## config.mk

```make
export PLATFORM = sky130hd
export DESIGN_NAME = fetch_sequencer
export DESIGN_NICKNAME = d
export VERILOG_FILES = /design/src/rtl/fetch_sequencer.sv
export SDC_FILE = /design/constraint.sdc
export NUM_CORES = 1
export LEC_CHECK = 0
export CAP_MARGIN = 20
export CORE_MARGIN = 3
export CORE_UTILIZATION = 40
export CTS_CLUSTER_SIZE = 20
export DETAILED_ROUTE_END_ITERATION = 12
export PLACE_DENSITY = 0.76
export SKIP_LAST_GASP = 1
export SLEW_MARGIN = 20
export SYNTH_ARGS = -nofsm -noshare
export SYNTH_HDL_FRONTEND = slang
export SYNTH_SLANG_ARGS = --single-unit
```

## constraint.sdc

```tcl
create_clock -name clk -period 4.4 [get_ports clk]
set_input_delay 0.88 -clock clk [delete_from_list [all_inputs] [get_ports clk]]
set_output_delay 0.88 -clock clk [all_outputs]
set_load 0.02 [all_outputs]
```

## src/rtl/fetch_sequencer.sv

```systemverilog
// Fetch sequencer: arbitrates one shared byte memory between the instruction
// byte stream (fetch unit) and single-byte data loads, and hands the fetch
// unit an update pulse once the executor finishes an instruction.
module fetch_sequencer #(
    parameter logic [15:0] RESET_PC = 16'h0000
) (
    input  logic        clk,
    input  logic        reset,
    input  logic        fetch_request,
    input  logic        fetch_done,
    output logic [7:0]  data,
    output logic        data_ready,
    output logic        update,
    input  logic        exec_complete,
    input  logic        pc_load,
    input  logic [15:0] pc_value,
    output logic [15:0] pc,
    input  logic        ld_req,
    input  logic [15:0] ld_addr,
    output logic        ld_valid,
    output logic [7:0]  ld_data,
    output logic        mem_rd,
    output logic [15:0] mem_addr,
    input  logic        mem_ack,
    input  logic [7:0]  mem_rdata
);

    typedef enum logic [2:0] {
        StIdle,
        StFRd,
        StFPres,
        StFGap,
        StWaitExec,
        StLRd,
        StLRsp
    } state_e;

    // Arbitration history: which requester was granted most recently.
    localparam logic GrantFetch = 1'b0;
    localparam logic GrantLoad  = 1'b1;

    state_e      r_state;
    state_e      w_state_d;
    logic [15:0] r_pc;
    logic [7:0]  r_data;
    logic [7:0]  r_ld_data;
    logic [15:0] r_mem_addr;
    logic        r_last_grant;
    logic        r_ret_wait;    // load originated in WAIT_EXEC
    logic        w_grant_fetch;
    logic        w_grant_load;
    logic        w_update;
    logic        w_fetch_ack;
    logic        w_load_ack;

    // Acks only count while the matching read is outstanding; stale acks drop.
    assign w_fetch_ack = (r_state == StFRd) && mem_ack;
    assign w_load_ack  = (r_state == StLRd) && mem_ack;

    // Next-state, grant decision and update pulse.
    always_comb begin
        w_state_d     = r_state;
        w_grant_fetch = 1'b0;
        w_grant_load  = 1'b0;
        w_update      = 1'b0;
        case (r_state)
            StIdle: begin
                if (ld_req && fetch_request) begin
                    if (r_last_grant == GrantFetch) begin
                        w_grant_load = 1'b1;
                    end else begin
                        w_grant_fetch = 1'b1;
                    end
                end else if (ld_req) begin
                    w_grant_load = 1'b1;
                end else if (fetch_request) begin
                    w_grant_fetch = 1'b1;
                end
                if (w_grant_load) begin
                    w_state_d = StLRd;
                end else if (w_grant_fetch) begin
                    w_state_d = StFRd;
                end
            end
            StFRd: begin
                if (mem_ack) begin
                    w_state_d = StFPres;
                end
            end
            StFPres: begin
                w_state_d = StFGap;
            end
            StFGap: begin
                w_state_d = fetch_done ? StWaitExec : StIdle;
            end
            StWaitExec: begin
                // A pending load is serviced before the instruction is retired.
                if (ld_req) begin
                    w_grant_load = 1'b1;
                    w_state_d    = StLRd;
                end else if (exec_complete) begin
                    w_update  = 1'b1;
                    w_state_d = StIdle;
                end
            end
            StLRd: begin
                if (mem_ack) begin
                    w_state_d = StLRsp;
                end
            end
            StLRsp: begin
                w_state_d = r_ret_wait ? StWaitExec : StIdle;
            end
            default: begin
                w_state_d = StIdle;
            end
        endcase
    end

    // State, PC, captured bytes and latched read address.
    always_ff @(posedge clk) begin
        if (reset) begin
            r_state      <= StIdle;
            r_pc         <= RESET_PC;
            r_data       <= 8'h00;
            r_ld_data    <= 8'h00;
            r_mem_addr   <= 16'h0000;
            r_last_grant <= GrantFetch;
            r_ret_wait   <= 1'b0;
        end else begin
            r_state <= w_state_d;
            // Address is latched at grant so a pc_load mid-read cannot move it.
            if (w_grant_fetch) begin
                r_mem_addr   <= r_pc;
                r_last_grant <= GrantFetch;
            end
            if (w_grant_load) begin
                r_mem_addr   <= ld_addr;
                r_last_grant <= GrantLoad;
                r_ret_wait   <= (r_state == StWaitExec);
            end
            if (w_fetch_ack) begin
                r_data <= mem_rdata;
            end
            if (w_load_ack) begin
                r_ld_data <= mem_rdata;
            end
            // pc_load beats the post-fetch increment.
            if (pc_load) begin
                r_pc <= pc_value;
            end else if (w_fetch_ack) begin
                r_pc <= r_pc + 16'h0001;
            end
        end
    end

    assign data       = r_data;
    assign ld_data    = r_ld_data;
    assign pc         = r_pc;
    assign mem_addr   = r_mem_addr;
    assign mem_rd     = (r_state == StFRd) || (r_state == StLRd);
    assign data_ready = (r_state == StFPres);
    assign ld_valid   = (r_state == StLRsp);
    assign update     = w_update;

endmodule

```

==> metrics <==
outcome=completed; Syn-to-layout area delta=45.4%; synthesized area=0.00244 mm2; Clock Skews=0.00924 ns; via count=~2,500; GP Congestion=0.764; worst setup path start=ld_req; cell area power density=321 mW/mm2; setup TNS=0 ns; count leader, synth=nand2_1; cell mode on critical path=clkdlybuf4s50_1; Worst-path clk slew=0.09 ns; wire length per cell=15.0 um; CP delay by family, top=buffers and inverters; peak supply drop=approximately 0.16 mV; Synth async-reset ratio=0%; Worst Setup Path Type=in -> out; n_diodes=0; fin nets=about 430; Seq/Total Area, Yosys=between 40% and 50%; WP data arrival=2.34 ns; Clock Tree Buf Depth=2; Die Wd=84.1 um; fmax=slightly above 300 MHz; Fin. Hold Viols=0; floorplan row count=27; IO Count=100; routed vias/inst=approximately 5.4; share of post-route cells with drive strength above 1=roughly 5.2%; critical path launch point type=primary input; Worst Hold Class=reg -> reg; first-pass detailed-route iteration total=4; Yosys top cell area share=43.5%; CTS tree=yes; largest area contributor in the netlist=dfxtp_1; #FFs+latches synth=53; top post-synthesis cells by area=dfxtp_1 44%, nand2_1 9.5%, a21oi_1 7.6%, a22oi_1 5.2%, nor2_1 2.8%; cell count after synthesis=slightly below 300; Max Cap Viol=0; dpl hpwl=about 4.8 mm; number of cells on the worst hold path=2; kind of end point of the critical path=output port; Die Area=slightly above 0.007 mm2; slowest stage delay, CP=between 0.6 and 0.7 ns; Final ANT Viol Nets=0; Yosys cell types=40; critical path depth in cells=3; CTS Buf Count=5; post-CTS sizing=0; Bufs and invs on worst path=2; CP cell instances=clkdlybuf4s50_1 > nor4_1 > clkdlybuf4s50_1; Rel. slew slack=just over 30%; Tmin final=roughly 3.2 ns; worst-margin pin slew=between 1 and 1.5 ns; worst reg2reg path startpoint=r_state[2]; Final Cycle Share=~73%; worst-path maximum fanout=6; pre-CTS WS=approximately 1.2 ns; Root Driver=clkbuf_8; EDFF count, synth=0; fillers=roughly 520; worst hold start=mem_addr[7]; Ys Warns=0; # setup viols final=0; largest net degree at the start of global routing=between 50 and 60; Die Height=84.1 um; Num Clock Sinks=53; Slew Viols, Final=0; Post-synth top flop=dfxtp_1; All-Layer GR Usage=roughly a fifth; unrepaired setup endpoints after global routing=no; vias in the first global route=2,253; CTS HTree Levels=2; Hold-fix buffers, CTS=0; initial core utilization=42.7%; syn nets=343; post-route core utilization=about 62%; Mapped Avg Cell Area=between 8 and 9 um2; gr ovfl total=0; First DRT Iteration DRCs=about 140; number of antenna violations at the first check in global routing=0; drt drc=0; Synth top cells by count=62 x nand2_1, 53 x dfxtp_1, 37 x a21oi_1; R2R cell count=5; Leak=between 1 and 1.5 nW; setup ws final=approximately 1.2 ns; Critical-path top delay cell=clkdlybuf4s50_1; CORE AREA=0.00571 mm2; clk_lat worst skew=around 0.30 ns; first-pass GRT wire length=~11 mm; Detailed Route WL=around 6.9 mm; Post-CTS Setup Bufs=0; # port buffers=slightly below 100; Worst EP required=around 3.5 ns
## kinds of logic after synthesis
| kind of cell | after synthesis | synth area share (%) |
|---|---|---|
| AND/OR/NAND/NOR | 124 | 25.4 |
| AO/OA/AOI/OAI | 76 | 20.9 |
| flip-flops | 53 | 43.5 |
| buffers and inverters | 27 | 4.82 |
| XOR/XNOR | 10 | 3.59 |
| multiplexers | 3 | 1.23 |
| adder cells (fa/ha/maj) | 1 | 0.513 |
## registers in the layout (all words and copies together), names as in the netlist
name	count
mem_addr	16
pc	16
data	8
ld_data	8
r_state	3
r_last_grant	1
r_ret_wait	1
## worst min-delay path, stage by stage, from the launching register on
cell	delay, ns
dfxtp_1	0.32
nand2_1	0.05
a21oi_1	0.05
## cell type report
cell class                      count  area, um2  area share (%)
Clock buffer                        6       82.6            2.33
Clock inverter                      2       13.8           0.388
Inverter                            7       26.3           0.741
Multi-Input combinational cell    214       1260            35.5
Sequential cell                    53       1060            29.9
Tap cell                           72       90.1            2.54
Timing Repair Buffer              102       1010            28.6
## layer usage
metal / GRT usage, % / wire [um] / part of all wire, %
met1: 24.2 / 3170 / 46
met2: 30.8 / 3160 / 46
met3: 6.32 / 451 / 6.6
met4: 4.68 / 67 / 0.98
met5: 0 / 0 / 0
## cells in the final DEF (no fill, tap or decap), drive strengths merged, types with 7 or more instances in the layout
master and instances:
dfxtp 53, nand2 62, clkdlybuf4s50 98, a21oi 37
nor4 10, a22oi 17, nor2 18, a211oi 9
xnor2 7
## worst paths after layout
kind                   to  slack, ns
max                update       1.18
min           mem_addr[7]       0.46
max reg2reg  mem_addr[12]       2.41
min reg2reg   mem_addr[7]       0.46
## metrics by stage
stage / cell area [um2] / hold WS, ns / instances / power [W]
after floorplan: 2440 / 0.458 / 294 / 0.000720
after global placement: 3440 / 0.441 / 447 / 0.000856
after detailed placement: 3440 / 0.446 / 447 / 0.000861
after CTS: 3530 / 0.459 / 455 / 0.00114
after global routing: 3540 / 0.475 / 456 / 0.00120
final: 3540 / 0.459 / 456 / 0.00114
## where the power goes
group / total, W / switching, W / internal [W] / leakage, nW
combinational: 0.000293 / 0.000149 / 0.000144 / 0.721
clock: 0.000286 / 0.000159 / 0.000128 / 0.0512
sequential: 0.000560 / 0.0000436 / 0.000516 / 0.435
(Power assumes the default switching activity.)
